$ cat config.mk
export PLATFORM = sky130hd
export DESIGN_NAME = cpu_mc
export DESIGN_NICKNAME = d
export VERILOG_FILES = /design/src/rtl/cpu_mc.sv
export SDC_FILE = /design/constraint.sdc
export NUM_CORES = 1
export LEC_CHECK = 0
export CORE_ASPECT_RATIO = 1.4
export CORE_MARGIN = 10
export CORE_UTILIZATION = 59
export DETAILED_ROUTE_END_ITERATION = 10
export GPL_ROUTABILITY_DRIVEN = 0
export PLACE_DENSITY = 0.94
export SLEW_MARGIN = 20
export SYNTH_ARGS = -nofsm -noshare
export SYNTH_HDL_FRONTEND = slang
export SYNTH_SLANG_ARGS = --single-unit
export TNS_END_PERCENT = 30
$ cat constraint.sdc
create_clock -name clk_i -period 7.5 [get_ports clk_i]
set_input_delay 0.75 -clock clk_i [delete_from_list [all_inputs] [get_ports clk_i]]
set_output_delay 0.75 -clock clk_i [all_outputs]
set_load 0.01 [all_outputs]
$ cat src/rtl/cpu_mc.sv
// cpu_mc: multicycle Hack-style CPU with FETCH/READ/EXEC/WRITE/HALT sequencing,
// held memory requests with wait-state handshake and a sticky timeout fault.
module cpu_mc #(
    parameter int DATA_W   = 16,
    parameter int ADDR_W   = 15,
    parameter int MAX_WAIT = 255
) (
    input  logic              clk_i,
    input  logic              reset_i,
    input  logic [DATA_W-1:0] inst_i,
    input  logic              inst_valid_i,
    input  logic [DATA_W-1:0] in_m_i,
    input  logic              mem_ack_i,
    output logic [DATA_W-1:0] out_m_o,
    output logic              write_m_o,
    output logic              read_m_o,
    output logic [ADDR_W-1:0] address_m_o,
    output logic [ADDR_W-1:0] pc_o,
    output logic              fault_o
);
    localparam int WW = $clog2(MAX_WAIT + 1);
    typedef enum logic [2:0] {FETCH, READ, EXEC, WRITE, HALT} state_t;
    state_t            state_q;
    logic [DATA_W-1:0] a_q, d_q, ir_q, mr_q, out_m_q;
    logic [ADDR_W-1:0] addr_q, pc_q, pc_d;
    logic              write_q, read_q, fault_q;
    logic [WW-1:0]     wait_q;
    logic [DATA_W-1:0] x_z, x_op, y_sel, y_z, y_op, sum_d, alu_d;
    logic              zr, ng, jmp, timeout;
    always_comb begin
        x_z     = ir_q[11] ? '0 : d_q;
        x_op    = ir_q[10] ? ~x_z : x_z;
        y_sel   = ir_q[12] ? mr_q : a_q;
        y_z     = ir_q[9] ? '0 : y_sel;
        y_op    = ir_q[8] ? ~y_z : y_z;
        sum_d   = ir_q[7] ? x_op + y_op : x_op & y_op;
        alu_d   = ir_q[6] ? ~sum_d : sum_d;
        zr      = alu_d == '0;
        ng      = alu_d[DATA_W-1];
        jmp     = ir_q[DATA_W-1] & ((ir_q[2] & ng) | (ir_q[1] & zr) | (ir_q[0] & ~ng & ~zr));
        // Jumps target the A value held before this instruction, even if it also loads A.
        pc_d    = jmp ? a_q[ADDR_W-1:0] : pc_q + ADDR_W'(1);
        timeout = !mem_ack_i && (wait_q == WW'(MAX_WAIT - 1));
    end
    always_ff @(posedge clk_i) begin
        if (reset_i) begin
            state_q <= FETCH;
            a_q     <= '0;
            d_q     <= '0;
            ir_q    <= '0;
            mr_q    <= '0;
            out_m_q <= '0;
            addr_q  <= '0;
            pc_q    <= '0;
            write_q <= 1'b0;
            read_q  <= 1'b0;
            fault_q <= 1'b0;
            wait_q  <= '0;
        end else begin
            case (state_q)
                FETCH: if (inst_valid_i) begin
                    ir_q <= inst_i;
                    if (inst_i[DATA_W-1] && inst_i[12]) begin
                        read_q  <= 1'b1;
                        addr_q  <= a_q[ADDR_W-1:0];
                        state_q <= READ;
                    end else begin
                        state_q <= EXEC;
                    end
                end
                READ: if (mem_ack_i) begin
                    mr_q    <= in_m_i;
                    read_q  <= 1'b0;
                    wait_q  <= '0;
                    state_q <= EXEC;
                end else if (timeout) begin
                    read_q  <= 1'b0;
                    fault_q <= 1'b1;
                    state_q <= HALT;
                end else begin
                    wait_q <= wait_q + WW'(1);
                end
                EXEC: begin
                    pc_q <= pc_d;
                    if (!ir_q[DATA_W-1]) begin
                        a_q     <= {1'b0, ir_q[DATA_W-2:0]};
                        state_q <= FETCH;
                    end else begin
                        if (ir_q[5]) a_q <= alu_d;
                        if (ir_q[4]) d_q <= alu_d;
                        if (ir_q[3]) begin
                            out_m_q <= alu_d;
                            addr_q  <= a_q[ADDR_W-1:0];
                            write_q <= 1'b1;
                            state_q <= WRITE;
                        end else begin
                            state_q <= FETCH;
                        end
                    end
                end
                WRITE: if (mem_ack_i) begin
                    write_q <= 1'b0;
                    wait_q  <= '0;
                    state_q <= FETCH;
                end else if (timeout) begin
                    write_q <= 1'b0;
                    fault_q <= 1'b1;
                    state_q <= HALT;
                end else begin
                    wait_q <= wait_q + WW'(1);
                end
                HALT: state_q <= HALT;
                default: state_q <= HALT;
            endcase
        end
    end
    assign out_m_o     = out_m_q;
    assign write_m_o   = write_q;
    assign read_m_o    = read_q;
    assign address_m_o = addr_q;
    assign pc_o        = pc_q;
    assign fault_o     = fault_q;
endmodule

==> results of run 1 <==
[report_power, final]
group	internal, mW	switching, mW	total [mW]
Clock	0.554	0.290	0.844
Combinational	0.118	0.183	0.301
Sequential	0.679	0.0361	0.716
[cells in the final DEF (no fill, tap or decap), types with 4 or more instances in the layout]
cell             count
a211oi_1            21
xnor2_1             25
and3_1              10
a21o_1              15
mux2i_1             46
nand2b_1            29
buf_4                9
a31oi_1             18
and2_1               6
o21bai_1             4
a211o_1              5
nand4_1              7
nor2_1             102
a21oi_1             87
nand2_1            171
nor2b_1              7
clkbuf_8             4
o21ai_0             13
inv_1                9
o22ai_1              4
clkdlybuf4s50_1     83
clkbuf_16           17
xor2_1              26
ha_1                19
or3_1                8
or4_1                4
nor3_1              10
nand3_1             24
dfxtp_1            124
[worst max-delay path by stage]
stage / slack, ns / endpoint / from / cells past startpoint
6_report: 1.82 / pc_o[0] / ir_q[12] / 17
3_3_place_gp: 2.21 / pc_o[1] / ir_q[12] / 17
2_1_floorplan: 2.45 / pc_o[11] / ir_q[12] / 20
5_1_grt: 1.47 / pc_o[0] / ir_q[12] / 17
3_5_place_dp: 2.07 / pc_o[1] / ir_q[12] / 17
4_1_cts: 1.98 / pc_o[0] / ir_q[12] / 17
[worst register-to-register path, stage by stage (launching register included)]
cell      delay (ns)
dfxtp_1         0.91
mux2i_1         0.28
nor2_1          0.08
xor2_1          0.18
ha_1            0.28
fa_1            0.44
a211oi_1        0.39
o21ai_1         0.19
a41oi_1         0.27
nand4_1         0.12
o311ai_0        0.14
xor2_1          0.23
or4_1           0.49
or4b_1          0.52
a31oi_2         0.22
buf_4           0.33
nand3_1         0.18
a31oi_1         0.34
[layer usage]
layer,vias up,share of wire
met4,0,0.054
met1,3232,0.37
li1,3257,-
met5,-,0
met2,459,0.50
met3,107,0.080
[cells by family (layout without fill, tap and decap cells)]
| logic type | Yosys count | in the layout | share of synthesized area |
|---|---|---|---|
| AND/OR/NAND/NOR | 397 | 397 | 0.256 |
| flip-flops | 124 | 124 | 0.355 |
| buffers and inverters | 74 | 131 | 0.0417 |
| AO/OA/AOI/OAI | 199 | 199 | 0.179 |
| adder cells (fa/ha/maj) | 20 | 20 | 0.0369 |
| multiplexers | 47 | 47 | 0.0675 |
| XOR/XNOR | 51 | 51 | 0.0639 |
[flip-flops by register name (all words and copies together), names as in the netlist]
register and count:
a_q 16, d_q 16, ir_q 16, mr_q 16, out_m_o 16, address_m_o 15
pc_o 15, wait_q 8, state_q 3, fault_o 1, read_m_o 1, write_m_o 1
[layout make-up]
class                      instances  area [um2]  area share
multi-input combinational        714        4240       0.502
timing repair buffer              92         898       0.106
inverter                           9        33.8     0.00400
clock inverter                     6         109      0.0129
tap                              147         184      0.0218
clock buffer                      24         492      0.0583
sequential                       124        2480       0.294
==> implementation parameters, run 1 <==
Parameter                              Value

Run status
  Result of the run ... finished, final reports clean

CTS
  Clock tree from TritonCTS ... built
  Clock buffers created by TritonCTS ... 17
  Count of H-tree levels built during CTS ... 4
  Reg clk slew, reported paths ... 0.06 ns
  CTS root buf ... clkbuf_16
  Post-CTS setup-driven buffer insertion count ... 0
  Hold_buf cts ... 0
  Clock insertion delay at the later pin of the skew report ... 0.42 ns
  Number of sinks driven by the clock tree ... 124
  CTS max path bufs ... 2
  Number of gates resized after cts ... 0

Synth
  Most common cell in the synthesized netlist ... nand2_1
  Nets in the synthesized netlist ... 968
  Most frequent cells after synthesis ... nand2_1, dfxtp_1, nor2_1, a21oi_1, clkbuf_1
  Cell area after synthesis ... 6990 um2
  Post-synthesis sequential area ratio ... 0.355
  Ranking of synthesized cells by area ... dfxtp_1, nand2_1, mux2i_1
  Async set-or-reset flop fraction in the synthesized netlist ... 0
  Syn_area_per_cell ... 7.66 um2
  Flops & latches, synth ... 124
  Largest area contributor in the netlist ... dfxtp_1
  Warning count from the yosys run ... 0
  Most frequently used flop master after synthesis ... dfxtp_1
  Yosys top cell area share ... 0.355
  Distinct cells, synth ... 61
  Count of flip-flops with a built-in enable after synthesis ... 0
  Instance count of the mapped netlist ... 912

GRT
  Met1 layer usage reported by global route ... 0.274
  Met2 layer usage reported by global route ... 0.430
  Antenna violations before repair ... 0
  Met3 track demand over resource ... 0.0531
  Overflow left after global routing ... 0
  Vias in the first global route ... 6,797
  Global-route wire length before repair ... 34.4 mm
  Most Used Layer, Global Route ... met2
  Maximum number of pins on one net before global-route repair ... 65
  GRT Overall Usage ... 0.248

Route
  ANT nets after route ... 0
  Number of iterations in the first detailed-routing pass ... 5
  Residual DRC ... 0
  Post-Route WL ... 21.1 mm
  Initial detailed-routing violation count ... 775
  Routed wire length per instance ... 18.9 um
  Via count of the routed design ... 7,055
  Routed via count divided by cell count ... 6.32

Setup path
  Maximum net fanout on the critical path ... 29
  FF-to-FF End ... pc_o[0]
  Worst r2r path cells ... 17
  Standard cell with the maximum stage delay on the critical path ... dfxtp_1
  CP max stage delay ... 0.91 ns
  Flop2flop setup slack ... 1.82 ns
  Launch instance of the worst register-to-register path ... ir_q[12]
  Sequence of cells on the critical path ... mux2i_1 -> nor2_1 -> xor2_1 -> ha_1 -> fa_1 -> a211oi_1 -> o21ai_1 -> a41oi_1 -> nand4_1 -> o311ai_0 -> xor2_1 -> or4_1 -> or4b_1 -> a31oi_2 -> buf_4 -> nand3_1 -> a31oi_1
  Crit-path most repeated cell ... xor2_1
  Dominant delay contributor by cell family on the critical path ... compound AO/OA/AOI/OAI gates
  Signal arrival time at the worst endpoint ... 5.99 ns
  Total buffers and inverters traversed by the critical path ... 1
  Kind of critical path ... flop to flop
  Required time of the critical path ... 7.81 ns
  Crit end category ... flop
  CP startpoint kind ... flop

Timing
  Setup slack after layout ... 1.82 ns
  Actual slew at the worst max-slew pin ... 1.14 ns
  Max-slew violation total from the final report ... 0
  RSZ-0062 raised after global routing ... false
  Clock period minus final worst setup slack ... 5.68 ns
  Setup clock skew after layout ... 0.00950 ns
  Count of final setup violators ... 0
  Post-Route Setup TNS ... 0 ns
  Fmax achieved ... 0.176 GHz
  Fin crit share ... 0.758
  Hold Vio Cnt, Final ... 0
  Worst slack on hold paths ... 0.456 ns
  Worst slew margin relative to its limit ... 0.240

Finish
  Antenna diode count ... 0
  Non-Filler Instances ... 1,116
  Post-layout util ... 0.721
  Final cell area excluding filler cells ... 8440 um2
  Final Net Count ... 1,014
  Synth-to-layout area growth ... 20.7%
  Fraction of final layout cells with drive strength greater than 1 ... 0.0454
  Filler instances ... 763

Min path
  Sink of the worst hold path ... d_q[13]
  Worst min path class ... flop to flop
  Hold Path Origin ... d_q[13]
  Number of stages on the worst hold path ... 2

Power
  Ratio of total power to cell area ... 221 nW/um2
  Leakage dissipation ... 3.06 nW
  Maximum ir drop on the vdd rail ... 147 uV
  Post-layout power ... 1.86 mW

Floorplan
  Die W ... 112 um
  Chip height ... 149 um
  Starting utilization of the core area ... 0.597
  Core footprint ... 11,700 um2
  Top-Level Pins ... 85
  Die area ... 16,700 um2
  Number of cell rows ... 47

Place
  DPL Wire Length ... 13.9 mm
  Cell count after placement ... 1,086
  Pre-CTS WS ... 2.07 ns
  Number of buffers added on ports ... 84
  Post-place instance area ... 7830 um2

Run
  Max-cap violations ... 0
No activity file was read; power rests on OpenSTA's default activity.
==> run 2, diff against run 1 <==
--- a/config.mk
+++ b/config.mk
@@ -7,10 +7,10 @@
 export LEC_CHECK = 0
 export CORE_ASPECT_RATIO = 1.4
 export CORE_MARGIN = 10
-export CORE_UTILIZATION = 59
+export CORE_UTILIZATION = 56
 export DETAILED_ROUTE_END_ITERATION = 10
 export GPL_ROUTABILITY_DRIVEN = 0
-export PLACE_DENSITY = 0.94
+export PLACE_DENSITY = 0.9
 export SLEW_MARGIN = 20
 export SYNTH_ARGS = -nofsm -noshare
 export SYNTH_HDL_FRONTEND = slang
==> constraint.sdc (replaced) <==
create_clock -name clk_i -period 5.9 [get_ports clk_i]
set_input_delay 0.59 -clock clk_i [delete_from_list [all_inputs] [get_ports clk_i]]
set_output_delay 0.59 -clock clk_i [all_outputs]
set_load 0.01 [all_outputs]
==> run 2 against run 1 <==
  * Sequential cell count unchanged
  * Fmax increased by 9.6%
  * Clock power increased by 23%
  * Worst hold slack about the same
  * Die area increased by 4.5%
  * Cell count increased by 0.90%
  * Global-route usage decreased by 1.9 points
  * Critical path type unchanged
  * Largest power group unchanged
==> implementation parameters, run 2 (synthesized netlist as in run 1, its figures left out) <==
Parameter                              Value

Route
  Routed wire length per instance ... 18.0 um
  Residual DRC ... 0
  Initial detailed-routing violation count ... 542
  Via count of the routed design ... 6,814
  ANT nets after route ... 0
  Number of iterations in the first detailed-routing pass ... 6
  Post-Route WL ... 20.3 mm
  Routed via count divided by cell count ... 6.05

CTS
  Post-CTS setup-driven buffer insertion count ... 0
  CTS root buf ... clkbuf_16
  Clock insertion delay at the later pin of the skew report ... 0.43 ns
  Hold_buf cts ... 0
  Count of H-tree levels built during CTS ... 4
  Reg clk slew, reported paths ... 0.06 ns
  Number of gates resized after cts ... 0
  Clock tree from TritonCTS ... built
  CTS max path bufs ... 2
  Clock buffers created by TritonCTS ... 17
  Number of sinks driven by the clock tree ... 124

Setup path
  Launch instance of the worst register-to-register path ... ir_q[11]
  Maximum net fanout on the critical path ... 29
  Kind of critical path ... flop to flop
  Signal arrival time at the worst endpoint ... 5.46 ns
  FF-to-FF End ... pc_o[1]
  Worst setup path start ... ir_q[11]
  CP startpoint kind ... flop
  Critical path endpoint ... pc_o[1]
  Worst r2r path cells ... 16
  Required time of the critical path ... 6.17 ns
  Crit end category ... flop
  Flop2flop setup slack ... 0.71 ns

Floorplan
  Chip height ... 152 um
  Top-Level Pins ... 85
  Die area ... 17,400 um2
  Core footprint ... 12,300 um2
  Starting utilization of the core area ... 0.568
  Die W ... 114 um
  Number of cell rows ... 48

Timing
  Count of final setup violators ... 0
  RSZ-0062 raised after global routing ... false
  Fin crit share ... 0.879
  Post-Route Setup TNS ... 0 ns
  Clock period minus final worst setup slack ... 5.19 ns
  Fmax achieved ... 0.193 GHz
  Hold Vio Cnt, Final ... 0
  Max-slew violation total from the final report ... 0
  Actual slew at the worst max-slew pin ... 1.08 ns
  Setup slack after layout ... 0.712 ns
  Setup clock skew after layout ... 0.00633 ns
  Worst slew margin relative to its limit ... 0.279

Finish
  Non-Filler Instances ... 1,126
  Antenna diode count ... 0
  Commonest non-fill, non-tap cells in the layout ... nand2_1, dfxtp_1, nor2_1, a21oi_1, clkdlybuf4s50_1
  Final Net Count ... 1,019
  Synth-to-layout area growth ... 21.1%
  Leading cell type in the layout, fill and taps excluded ... nand2_1
  Fraction of final layout cells with drive strength greater than 1 ... 0.0533
  Final cell area excluding filler cells ... 8460 um2

GRT
  Maximum number of pins on one net before global-route repair ... 63
  GRT Overall Usage ... 0.229
  Antenna violations before repair ... 0
  Vias in the first global route ... 6,606
  Overflow left after global routing ... 0
  Global-route wire length before repair ... 32.6 mm

Place
  DPL Wire Length ... 14.4 mm
  Cell count after placement ... 1,094
  Pre-CTS WS ... 0.916 ns
  Post-place instance area ... 7870 um2
  Number of buffers added on ports ... 84

Power
  Combinational group share of total power ... 0.167
  Maximum ir drop on the vdd rail ... 182 uV
  Leakage dissipation ... 3.07 nW
  Internal power component ... 1.67 mW
  Seq pwr share ... 0.388
  Fraction of power consumed by the clock network ... 0.445
  Total net switching power ... 663 uW
  Switching share of power ... 0.284
  Post-layout power ... 2.33 mW
  Ratio of total power to cell area ... 276 nW/um2

Run
  Max-cap violations ... 0

Min path
  Worst min path class ... flop to flop

Run status
  Result of the run ... finished, final reports clean
[run 2: power by group through the flow]
stage / Clock [mW] / Sequential (mW) / Combinational, mW
floorplan: 0 / 0.899 / 0.273
global placement: 0 / 0.920 / 0.364
detailed placement: 0 / 0.921 / 0.374
CTS: 1.04 / 0.904 / 0.379
global route: 1.08 / 0.909 / 0.421
finish: 1.04 / 0.906 / 0.389
[run 2: cell type report]
type | instances | area, um2
timing repair buffer | 97 | 936
fill | 910 | 3850
clock buffer | 22 | 474
tap | 150 | 188
inverter | 9 | 33.8
sequential | 124 | 2480
clock inverter | 10 | 115
multi-input combinational | 714 | 4230
[run 2: routing by layer]
layer	vias up	global-route usage	wire, um
met2	322	0.391	10300
li1	3254	-	-
met3	103	0.0469	1450
met4	0	0.151	1130
met5	-	0	0
met1	3135	0.246	7350
[run 2: per-stage QoR]
| step | util | hold WS [ns] |
|---|---|---|
| CTS | 0.687 | 0.459 |
| global route | 0.687 | 0.472 |
| global placement | 0.639 | 0.442 |
| detailed placement | 0.639 | 0.451 |
| floorplan | - | 0.436 |
| finish | 0.687 | 0.457 |
[run 2: worst min-delay path by stage]
stage | startpoint | end | slack [ns] | cells past startpoint
floorplan | ir_q[13] | ir_q[13] | 0.44 | 2
global placement | d_q[13] | d_q[13] | 0.44 | 2
detailed placement | out_m_o[3] | out_m_o[3] | 0.45 | 2
CTS | d_q[8] | d_q[8] | 0.46 | 2
global route | d_q[12] | d_q[12] | 0.47 | 2
finish | out_m_o[13] | out_m_o[13] | 0.46 | 2
[run 2: critical path: stages, from the launching register on]
cell,delay (ns)
dfxtp_1,0.71
nand2b_1,0.21
xnor2_1,0.09
ha_1,0.30
fa_1,0.44
a211oi_1,0.33
o21ai_1,0.19
a41oi_1,0.28
nand4_1,0.11
o311ai_0,0.18
xor2_1,0.27
or4_1,0.51
or4b_1,0.52
a31oi_2,0.22
buf_4,0.33
mux2i_1,0.22
a211oi_1,0.08
